==> src/rtl/outer_prod_row_reducer_if.sv <==
// Handshake bundle for outer_prod_row_reducer: element stream in, row sums out.
// slave = reducer side, master = stream source / sum consumer side.
interface outer_prod_row_reducer_if #(
   parameter int DW    = 8,
   parameter int SUM_W = 12
);
   logic             in_valid;
   logic [DW-1:0]    in_data;
   logic             out_valid;
   logic [SUM_W-1:0] out_sum;
   logic [3:0]       out_row;
   logic             out_ready;
   logic             frame_done;
   logic             busy;
   logic             ovf_err;

   modport master (
      output in_valid, in_data, out_ready,
      input  out_valid, out_sum, out_row,
      input  frame_done, busy, ovf_err
   );

   modport slave (
      input  in_valid, in_data, out_ready,
      output out_valid, out_sum, out_row,
      output frame_done, busy, ovf_err
   );
endinterface

==> src/rtl/outer_prod_row_reducer.sv <==
// Reduces each row of a 16x16 outer-product stream to a 12-bit sum and buffers
// the sums in a small FIFO. Ports: clk, rst_n (async low), io (slave bundle).
module outer_prod_row_reducer #(
   parameter int N_DIM     = 16,
   parameter int DW        = 8,
   parameter int SUM_W     = 12,
   parameter int BUF_DEPTH = 4
) (
   input  logic                      clk,
   input  logic                      rst_n,
   outer_prod_row_reducer_if.slave   io
);
   localparam int CW = $clog2(N_DIM);
   localparam int AW = $clog2(BUF_DEPTH);

   typedef enum logic {IDLE, ACCUM} state_t;

   state_t           state_q;
   logic [CW-1:0]    col_q;
   logic [CW-1:0]    row_q;
   logic [SUM_W-1:0] acc_q;
   logic [SUM_W-1:0] sum_mem_q [BUF_DEPTH];
   logic [CW-1:0]    row_mem_q [BUF_DEPTH];
   logic [AW:0]      wr_q;
   logic [AW:0]      rd_q;
   logic             fd_q;
   logic             ovf_q;

   logic             col_last;
   logic             row_last;
   logic [SUM_W-1:0] acc_d;
   logic             push;
   logic             pop;
   logic             empty;
   logic             full;
   logic             wr_en;

   assign col_last = (col_q == CW'(N_DIM - 1));
   assign row_last = (row_q == CW'(N_DIM - 1));

   // Column 0 restarts the row sum instead of adding to the previous row.
   assign acc_d = ((col_q == '0) ? '0 : acc_q) + SUM_W'(io.in_data);

   assign push  = io.in_valid && col_last;
   assign empty = (wr_q == rd_q);
   // Extra pointer MSB distinguishes full from empty.
   assign full  = (wr_q[AW] != rd_q[AW]) &&
                  (wr_q[AW-1:0] == rd_q[AW-1:0]);
   assign pop   = !empty && io.out_ready;
   // A full FIFO still takes the push if the head leaves on the same edge.
   assign wr_en = push && (!full || pop);

   always_ff @(posedge clk or negedge rst_n) begin
      if (!rst_n) begin
         state_q <= IDLE;
         col_q   <= '0;
         row_q   <= '0;
         acc_q   <= '0;
         wr_q    <= '0;
         rd_q    <= '0;
         fd_q    <= 1'b0;
         ovf_q   <= 1'b0;
         for (int k = 0; k < BUF_DEPTH; k++) begin
            sum_mem_q[k] <= '0;
            row_mem_q[k] <= '0;
         end
      end else begin
         fd_q <= io.in_valid && col_last && row_last;

         if (io.in_valid) begin
            acc_q <= acc_d;
            col_q <= col_q + 1'b1;
            if (col_last) begin
               row_q <= row_q + 1'b1;
            end
         end

         unique case (state_q)
            IDLE: begin
               if (io.in_valid) begin
                  state_q <= ACCUM;
               end
            end
            ACCUM: begin
               if (io.in_valid && col_last && row_last) begin
                  state_q <= IDLE;
               end
            end
            default: state_q <= IDLE;
         endcase

         if (wr_en) begin
            sum_mem_q[wr_q[AW-1:0]] <= acc_d;
            row_mem_q[wr_q[AW-1:0]] <= row_q;
            wr_q <= wr_q + 1'b1;
         end else if (push) begin
            ovf_q <= 1'b1;
         end

         if (pop) begin
            rd_q <= rd_q + 1'b1;
         end
      end
   end

   assign io.out_valid  = !empty;
   assign io.out_sum    = sum_mem_q[rd_q[AW-1:0]];
   assign io.out_row    = 4'(row_mem_q[rd_q[AW-1:0]]);
   assign io.frame_done = fd_q;
   assign io.busy       = (state_q == ACCUM);
   assign io.ovf_err    = ovf_q;
endmodule

==> src/flat_wrapper.sv <==
// flat-port wrapper written by rule: the top's interface ports become plain ports
module outer_prod_row_reducer_flat 
#(
   parameter int N_DIM     = 16,
   parameter int DW        = 8,
   parameter int SUM_W     = 12,
   parameter int BUF_DEPTH = 4
)
  (clk, rst_n, io_in_valid, io_in_data, io_out_ready, io_out_valid, io_out_sum, io_out_row, io_frame_done, io_busy, io_ovf_err);
  outer_prod_row_reducer_if #(.DW(DW), .SUM_W(SUM_W)) io_i ();
  input  logic clk;
  input  logic rst_n;
  input wire logic [$bits(io_i.in_valid)-1:0] io_in_valid;
  input wire logic [$bits(io_i.in_data)-1:0] io_in_data;
  input wire logic [$bits(io_i.out_ready)-1:0] io_out_ready;
  output wire logic [$bits(io_i.out_valid)-1:0] io_out_valid;
  output wire logic [$bits(io_i.out_sum)-1:0] io_out_sum;
  output wire logic [$bits(io_i.out_row)-1:0] io_out_row;
  output wire logic [$bits(io_i.frame_done)-1:0] io_frame_done;
  output wire logic [$bits(io_i.busy)-1:0] io_busy;
  output wire logic [$bits(io_i.ovf_err)-1:0] io_ovf_err;
  assign io_i.in_valid = io_in_valid;
  assign io_i.in_data = io_in_data;
  assign io_i.out_ready = io_out_ready;
  assign io_out_valid = io_i.out_valid;
  assign io_out_sum = io_i.out_sum;
  assign io_out_row = io_i.out_row;
  assign io_frame_done = io_i.frame_done;
  assign io_busy = io_i.busy;
  assign io_ovf_err = io_i.ovf_err;
  outer_prod_row_reducer #(.N_DIM(N_DIM), .DW(DW), .SUM_W(SUM_W), .BUF_DEPTH(BUF_DEPTH)) u_core (.clk(clk), .rst_n(rst_n), .io(io_i));
endmodule
==> config.mk <==
export PLATFORM = sky130hd
export DESIGN_NAME = outer_prod_row_reducer_flat
export DESIGN_NICKNAME = d
export VERILOG_FILES = /design/src/rtl/outer_prod_row_reducer_if.sv /design/src/rtl/outer_prod_row_reducer.sv /design/src/flat_wrapper.sv
export SDC_FILE = /design/constraint.sdc
export NUM_CORES = 1
export LEC_CHECK = 0
export CAP_MARGIN = 30
export CORE_UTILIZATION = 59
export DETAILED_ROUTE_END_ITERATION = 16
export GPL_ROUTABILITY_DRIVEN = 0
export PLACE_DENSITY_LB_ADDON = 0.3
export SLEW_MARGIN = 0
export SYNTH_ARGS = -nofsm -noshare
export SYNTH_HDL_FRONTEND = slang
export SYNTH_SLANG_ARGS = --single-unit
==> constraint.sdc <==
create_clock -name clk -period 4.2 [get_ports clk]
set_input_delay 1.26 -clock clk [delete_from_list [all_inputs] [get_ports clk]]
set_output_delay 1.26 -clock clk [all_outputs]
set_load 0.01 [all_outputs]
# Word level (Yosys, flattened, before mapping)
# Cells that the tools add are included.
# W data, S select, Z words.
[totals]
regBits = 93
latchBits = 0
ram_bits = 0
mem_bits_ro = 0
input_bits = 12
output_inout_bits = 20
wordCells = 61
memories = 0
[classes]
n_addsub = 5
multipliers = 0
div_mod_pow = 0
order_cmp = 3
eq_ne = 5
n_shift = 0
mux = 16
bitwise_logic = 4
n_reduce_logical = 12
[op_table]
columns = ["op", "count"]
rows = [
  ["$bwmux W48", 1],
  ["$mux W12", 4],
  ["$bmux W12 S2", 1],
  ["$demux W12 S2", 1],
  ["$bwmux W16", 1],
  ["$add A12 B8 Y12", 1],
  ["$mux W4", 3],
  ["$add A4 B1 Y4 const B", 2],
  ["$bmux W4 S2", 1],
  ["$demux W4 S2", 1],
  ["$eq A4 B4 Y1 const B", 2],
  ["$add A3 B1 Y3 const B", 2],
  ["$ge A3 B3 Y1 const B", 2],
  ["$logic_and A1 B1 Y1", 6],
  ["$not A2 Y3", 2],
  ["$logic_not A4 Y1", 1],
  ["$reduce_and A2 Y1", 2],
  ["$eq A3 B3 Y1", 1],
  ["$lt A3 B1 Y1 const B", 1],
  ["$eq A2 B2 Y1", 1],
  ["$logic_not A1 Y1", 2],
  ["$mux W1", 2],
  ["$not A1 Y1", 2],
  ["$pmux W1 S2", 1],
  ["other kinds (2)", 2],
]

# Depth between registers and ports, before layout
# Gate-level depths: netlist (run 1).
[logic_depth]
depth_word = 7
ltp_mapped = 13
depth_no_buf = 11

# Worst setup path after synthesis (run 1)
# OpenSTA, ideal clock, no wires.
[synth_timing]
kind = "reg2reg"
startpoint = "register u_core.col_q[0]"
endpoint = "register u_core.sum_mem_q[46] (netlist bit)"
setup_time_ns = 0.125
arrival_ns = 3.005
required_ns = 4.075
setup_slack_ns = 1.071
path_stages_with_launch = 14
n_path_buf = 2
period_less_slack_ns = 3.129
cell_sequence = "dfrtp_1 > inv_1 > ha_1 > or3b_1 > buf_6 > clkbuf_1 > and2_1 > ha_1 > fa_1 > a21o_1 > a221oi_4 > or3b_2 > o211ai_2 > mux2_2"
[synth_via]
elab_chain_len = 4
elab_cells_between_ends = 7
cone_classes = "add/sub (1); eq/ne (1); mux (2); reduce/logical (3)"
[synth_rtl]
columns = ["element", "line_no", "text"]
rows = [
  ["start: declaration", "outer_prod_row_reducer.sv:19", "logic [CW-1:0] col_q;"],
  ["start signal: assignment", "outer_prod_row_reducer.sv:72", "col_q <= col_q + 1'b1;"],
  ["$logic_not A4 Y1", "outer_prod_row_reducer.sv:42", "assign acc_d = ((col_q == '0) ? '0 : acc_q) + SUM_W'(io.in_data);"],
  ["$mux W12", "outer_prod_row_reducer.sv:42", ""],
  ["$add A12 B8 Y12", "outer_prod_row_reducer.sv:42", ""],
  ["$bwmux W48", "outer_prod_row_reducer.sv:93", "sum_mem_q[wr_q[AW-1:0]] <= acc_d;"],
  ["end signal: indexed assignment", "outer_prod_row_reducer.sv:64", "sum_mem_q[k] <= '0;"],
  ["end signal: indexed assignment", "outer_prod_row_reducer.sv:93", ""],
  ["end: declaration", "outer_prod_row_reducer.sv:22", "logic [SUM_W-1:0] sum_mem_q [BUF_DEPTH];"],
]
# Parallel ways exist; a longest one is shown, timed or not.
# A chain may end at the register's enable or synchronous reset.

# Worst setup path after layout (run 1)
[layout_timing]
startpoint = "register u_core.rd_q[0]"
endpoint = "output port io_out_sum[8]"
[layout_via]
elab_chain_len = 4
[layout_rtl]
columns = ["element", "line_no", "text"]
rows = [
  ["start: declaration", "outer_prod_row_reducer.sv:25", "logic [AW:0] rd_q;"],
  ["start signal: assignment", "outer_prod_row_reducer.sv:101", "rd_q <= rd_q + 1'b1;"],
  ["$not A2 Y3 (implied by the code)", "outer_prod_row_reducer.sv:107", "assign io.out_sum = sum_mem_q[rd_q[AW-1:0]];"],
  ["$bmux W12 S2", "outer_prod_row_reducer.sv:107", ""],
  ["$mux W12 (implied by the code) (2 in series)", "outer_prod_row_reducer.sv:107", ""],
  ["end: declaration", "flat_wrapper.sv:17", "output wire logic [$bits(io_i.out_sum)-1:0] io_out_sum;"],
]
# Every way passes these cells. The select of a mux whose other input is x is not followed.

==> flow_summary.json, run 1 <==
{
  "status": "finished, final reports clean",
  "yosys-top-cells-area": "dfrtp_1 (49%), mux2_4 (7.8%), mux4_2 (7.5%)",
  "clock.fmax_mhz": 280,
  "drive_gt1_share_pct": 27.1,
  "hold_path_end": "u_core.io.ovf_err",
  "pwr-share-seq_pct": 37.3,
  "cp_slowest_stage_delay_ns": 0.66,
  "p_int_w": 0.00229,
  "clock_skew_ns": 0.0105,
  "min-delay-start": "u_core.io.ovf_err",
  "final_max_slew_viol_count": 0,
  "multi_input_area_um2": 2300,
  "postLayoutCoreUtil_pct": 68.3,
  "routed_wl_mm": 9.25,
  "place_hpwl_mm": 6.54,
  "cts_buffer_depth": 2,
  "path_cells": "buf_12 -> mux4_2 -> clkdlybuf4s50_1",
  "hold_path.class": "flop to flop",
  "core_um2": 7810,
  "p_leak_nw": 2.40,
  "cp_data_arrival_time_ns": 2.32,
  "hold_depth": 1,
  "cts_tree": "yes",
  "nets": 423,
  "cts-root-buf": "clkbuf_8",
  "worstMarginPinSlew_ns": 0.592,
  "rows": 32,
  "cts_setup_buffers": 0,
  "crit_type": "flop to output port",
  "netlist_instances": 361,
  "fp.dieArea_um2": 8490,
  "nFillCells": 567,
  "ctsResizeCount": 0,
  "p_switching_w": 0.00145,
  "syn-num-nets": 390,
  "antenna_found_initial": 0,
  "seq_area_frac_synth_pct": 48.5,
  "holdWs_ns": 0.474,
  "clockPowerShare_pct": 14.5,
  "reg2regPathDepth": 10,
  "cp.buffers_inverters": 2,
  "vdd_drop_max_mv": 0.334,
  "cpMaxStageDelayCell": "dfrtp_1",
  "synth.distinct_cells": 53,
  "grt_usage_pct": 24.6,
  "cts_hold_buf": 0,
  "place_inst": 485,
  "start_kind": "flop",
  "hold_viol": 0,
  "async_flop_share_pct": 100,
  "antenna_cells": 0,
  "grt_start_max_net_pins": 46,
  "syn_area_um2": 4800,
  "ant_nets": 0,
  "combPwrFrac_pct": 48.2,
  "cp_top_family": "buffers and inverters",
  "power_density_nw_per_um2": 701,
  "fin_crit_ns": 3.58,
  "routed_via_density": 5.87,
  "dr.pass1.iters": 4,
  "vias": 2935,
  "area_delta_synth_final_pct": 11.1,
  "reg2reg_to": "u_core.sum_mem_q[47]",
  "ff_latch_area_um2": 2330,
  "reg2reg_from": "u_core.col_q[0]",
  "start_util_pct": 61.4,
  "clk-insertion-delay-late_ns": 0.35,
  "drc": 0,
  "reg2reg_slack_ns": 0.74,
  "path_max_fanout": 14,
  "die_w_um": 92.2,
  "grt_pass1_wl_mm": 15.9,
  "maxCapViolCount": 0,
  "grt_pass1_vias": 3153,
  "drt-initial-drc-count": 105,
  "synth-seq-cells": 93,
  "avgSynthCellArea_um2": 13.3,
  "stdcell_count": 500,
  "overflow": 0,
  "io_buffers": 31,
  "die_h_um": 92.2,
  "endpoint_kind": "output port",
  "crit_required_ns": 2.94,
  "synth_edf_count": 0,
  "fin_ws_ns": 0.623,
  "cts.sinks": 93,
  "maxSlewHeadroom_pct": 60.5,
  "cts.clk_slew.worst_paths_ns": 0.09,
  "h-tree-depth": 3,
  "synth-warning-count": 0,
  "setup_tns_ns": 0,
  "cts_buffers": 9,
  "ioPinCount": 32,
  "synth_top_area_share_pct": 48.5,
  "yosys_most_used_dff": "dfrtp_1",
  "rsz0062_at_grt": "no",
  "synth_top_cell_by_area": "dfrtp_1",
  "setup_violations": 0,
  "pre_cts_ws_ns": 0.588,
  "power_switching_share_pct": 38.8,
  "finalCritPeriodShare_pct": 85.2,
  "wl_per_cell_um": 18.5
}
==> metrics by stage <==
step	total power [W]	cell area [um2]
2_1_floorplan	0.00270	4800
3_3_place_gp	0.00313	5150
3_5_place_dp	0.00321	5150
4_1_cts	0.00375	5330
5_1_grt	0.00399	5330
6_report	0.00374	5330
==> state kept, by name, summed over array words and instances, names as in the netlist <==
name / count
u_core.rd_q: 3
u_core.sum_mem_q: 48
u_core.io.ovf_err: 1
u_core.io.busy: 1
u_core.acc_q: 12
u_core.col_q: 4
u_core.row_mem_q: 16
u_core.wr_q: 3
u_core.row_q: 4
u_core.io.frame_done: 1
==> layout make-up <==
class	count	area share [%]
clock buffer	10	2.58
clock inverter	5	0.704
inverter	8	0.563
multi-input combinational	245	43.2
sequential	93	43.7
tap	102	2.39
timing repair buffer	37	6.85
==> cell usage after synthesis (3+ instances only) <==
cell type	count
a21o_1	4
nand2_2	4
and2_4	3
clkbuf_1	3
o211ai_1	3
mux4_2	16
o21ai_0	22
a31oi_1	4
and2_1	9
nand3_1	3
buf_6	6
a21oi_1	9
dfrtp_1	93
inv_1	8
nor3_1	3
and3_1	3
mux2_2	25
nor2_1	12
nand2_1	35
xnor2_1	14
ha_1	16
nand4_1	3
xor2_1	4
mux2_4	25
==> how the worst max path moves through the flow <==
stage / from / cells past startpoint / end
floorplan: u_core.col_q[0] / 13 / u_core.sum_mem_q[46]
global placement: io_in_data[0] / 8 / u_core.sum_mem_q[46]
detailed placement: io_in_data[0] / 8 / u_core.sum_mem_q[46]
CTS: u_core.rd_q[0] / 3 / io_out_sum[8]
global route: u_core.rd_q[0] / 3 / io_out_sum[8]
finish: u_core.rd_q[0] / 3 / io_out_sum[8]
==> power by group through the flow <==
stage	registers, W	clock network [W]	logic (W)
after floorplan	0.00134	0	0.00136
after global placement	0.00139	0	0.00174
after detailed placement	0.00141	0	0.00180
after CTS	0.00140	0.000550	0.00181
after global routing	0.00144	0.000590	0.00197
final	0.00140	0.000542	0.00180
==> kinds of logic after synthesis <==
kind of cell,Yosys count,synth area share [%]
buffers and inverters,23,3.42
xor gates and xnor gates,20,4.44
and+or+nand+nor,81,8.43
adders and majority gates,17,4.59
muxes,66,21.2
AOI/OAI and AO/OA,61,9.39
DFF,93,48.5
==> cells in the final DEF (no fill, tap or decap), types with 3 or more instances in the layout <==
cell type         n
a31oi_1           4
mux4_2           16
xor2_1            4
and2_1            9
o211ai_1          3
xnor2_1          14
and2_4            3
nand2_2           4
dfrtp_1          93
a21o_1            4
nand2_1          35
buf_4             6
clkdlybuf4s50_1  30
mux2_4           25
inv_1             8
nor2_1           12
mux2_2           25
nand4_1           3
nand3_1           3
a21oi_1           9
clkbuf_8         10
nor3_1            3
and3_1            3
ha_1             16
o21ai_0          22
==> routing by layer <==
layer	vias to the layer above	global-route usage, %	routed length, um
met1	1497	34.6	4280
met2	53	38.0	4400
met5	-	0	0
met4	0	10.0	199
li1	1368	-	-
met3	17	4.48	375
No activity file was read; power rests on OpenSTA's default activity.
==> run 2: changes to the inputs <==
--- a/config.mk
+++ b/config.mk
@@ -6,6 +6,7 @@
 export NUM_CORES = 1
 export LEC_CHECK = 0
 export CAP_MARGIN = 30
+export CORE_MARGIN = 2
 export CORE_UTILIZATION = 59
 export DETAILED_ROUTE_END_ITERATION = 16
 export GPL_ROUTABILITY_DRIVEN = 0
==> flow_summary.json, run 2 (same netlist as run 1, synthesis figures left out) <==
{
  "hold_depth": 2,
  "nets": 423,
  "routed_via_density": 5.87,
  "grt_usage_pct": 23.4,
  "crit_required_ns": 2.94,
  "cts_buffer_depth": 2,
  "place_hpwl_mm": 6.59,
  "routed_wl_mm": 9.24,
  "overflow": 0,
  "drive_gt1_share_pct": 27.3,
  "nFillCells": 573,
  "endpoint_kind": "output port",
  "cp_data_arrival_time_ns": 2.33,
  "finalPower_w": 0.00378,
  "drt-initial-drc-count": 106,
  "crit_type": "flop to output port",
  "core_um2": 7810,
  "hold_path_end": "u_core.acc_q[5]",
  "die_h_um": 94.2,
  "drc": 0,
  "power_density_nw_per_um2": 707,
  "path_max_fanout": 14,
  "dr.pass1.iters": 4,
  "cts.sinks": 93,
  "reg.largest.list": "u_core.sum_mem_q x48, u_core.row_mem_q x16, u_core.acc_q x12",
  "hold_path.class": "flop to flop",
  "rsz0062_at_grt": "no",
  "postLayoutCoreUtil_pct": 68.4,
  "final_max_slew_viol_count": 0,
  "reg2reg_to": "u_core.sum_mem_q[10]",
  "cts_setup_buffers": 0,
  "vdd_drop_max_mv": 0.431,
  "grt_pass1_vias": 3029,
  "final_common_cell": "dfrtp_1",
  "clock_skew_ns": 0.00990,
  "min-delay-start": "u_core.acc_q[5]",
  "clock.fmax_mhz": 279,
  "reg2reg_from": "u_core.col_q[0]",
  "wl_per_cell_um": 18.4,
  "fin_ws_ns": 0.614,
  "h-tree-depth": 3,
  "cp_slowest_stage_delay_ns": 0.67,
  "startpoint": "u_core.rd_q[0]",
  "hold_viol": 0,
  "antenna_cells": 0,
  "maxSlewHeadroom_pct": 58.8,
  "clk-insertion-delay-late_ns": 0.37,
  "area_delta_synth_final_pct": 11.4,
  "reg2regPathDepth": 11,
  "status": "finished, final reports clean",
  "ctsResizeCount": 0,
  "worstMarginPinSlew_ns": 0.618,
  "ant_nets": 0,
  "ioPinCount": 32,
  "vias": 2943,
  "maxCapViolCount": 0,
  "p_leak_nw": 2.41,
  "rows": 32,
  "reg2reg_slack_ns": 0.78,
  "io_buffers": 31,
  "start_kind": "flop",
  "cts-root-buf": "clkbuf_8",
  "setup_violations": 0,
  "fin_crit_ns": 3.59,
  "cts_buffers": 9,
  "grt_start_max_net_pins": 48,
  "largest_reg_flops": 48,
  "grt_pass1_wl_mm": 15.8,
  "finalCritPeriodShare_pct": 85.4,
  "final_cell_mix": "dfrtp_1 (93), nand2_1 (35), clkdlybuf4s50_1 (30)",
  "setup_tns_ns": 0,
  "largest_register": "u_core.sum_mem_q",
  "path_cells": "buf_12 -> mux4_2 -> clkdlybuf4s50_1",
  "fp.dieArea_um2": 8870,
  "holdWs_ns": 0.489,
  "cts_hold_buf": 0,
  "cts.clk_slew.worst_paths_ns": 0.10,
  "antenna_found_initial": 0,
  "cpMaxStageDelayCell": "dfrtp_1",
  "pre_cts_ws_ns": 0.598,
  "cts_tree": "yes",
  "start_util_pct": 61.4,
  "die_w_um": 94.2
}
run 2: critical path: cells and delay by family (launching register included):
kind                   cells  cell delay (ns)
buffers and inverters      2             0.74
flip-flops                 1             0.67
multiplexers               1             0.55
run 2: layout make-up:
| cell class | instances | area (um2) | area share (%) |
|---|---|---|---|
| Clock buffer | 9 | 124 | 2.32 |
| Clock inverter | 7 | 65.1 | 1.22 |
| Inverter | 8 | 30.0 | 0.562 |
| Multi-Input combinational cell | 245 | 2300 | 43.1 |
| Sequential cell | 93 | 2330 | 43.5 |
| Tap cell | 102 | 128 | 2.39 |
| Timing Repair Buffer | 37 | 365 | 6.84 |
run 2: metrics by stage:
stage               cell area [um2]  std cells
floorplan                      4800        361
global placement               5150        485
detailed placement             5150        485
CTS                            5340        501
global route                   5340        501
finish                         5340        501
run 2: routing by layer:
| layer | up-vias | GRT usage [%] | wire length [um] |
|---|---|---|---|
| li1 | 1371 | - | - |
| met1 | 1512 | 32.1 | 4340 |
| met2 | 50 | 37.9 | 4460 |
| met3 | 10 | 6.18 | 330 |
| met4 | 0 | 5.19 | 99 |
| met5 | - | 0 | 0 |
run 2: where the power goes:
part	internal (W)	total (W)	switching, W
clock network	0.000230	0.000577	0.000347
logic	0.000886	0.00177	0.000888
registers	0.00117	0.00142	0.000256
total	0.00228	0.00378	0.00149
run 2: worst max-delay path by stage:
| stage | endpoint | slack [ns] | depth (start not counted) |
|---|---|---|---|
| 6_report | io_out_sum[8] | 0.61 | 3 |
| 5_1_grt | io_out_sum[8] | 0.51 | 3 |
| 4_1_cts | io_out_sum[8] | 0.57 | 3 |
| 3_5_place_dp | u_core.sum_mem_q[10] | 0.60 | 8 |
| 3_3_place_gp | u_core.sum_mem_q[46] | 0.66 | 8 |
| 2_1_floorplan | u_core.sum_mem_q[46] | 1.07 | 13 |
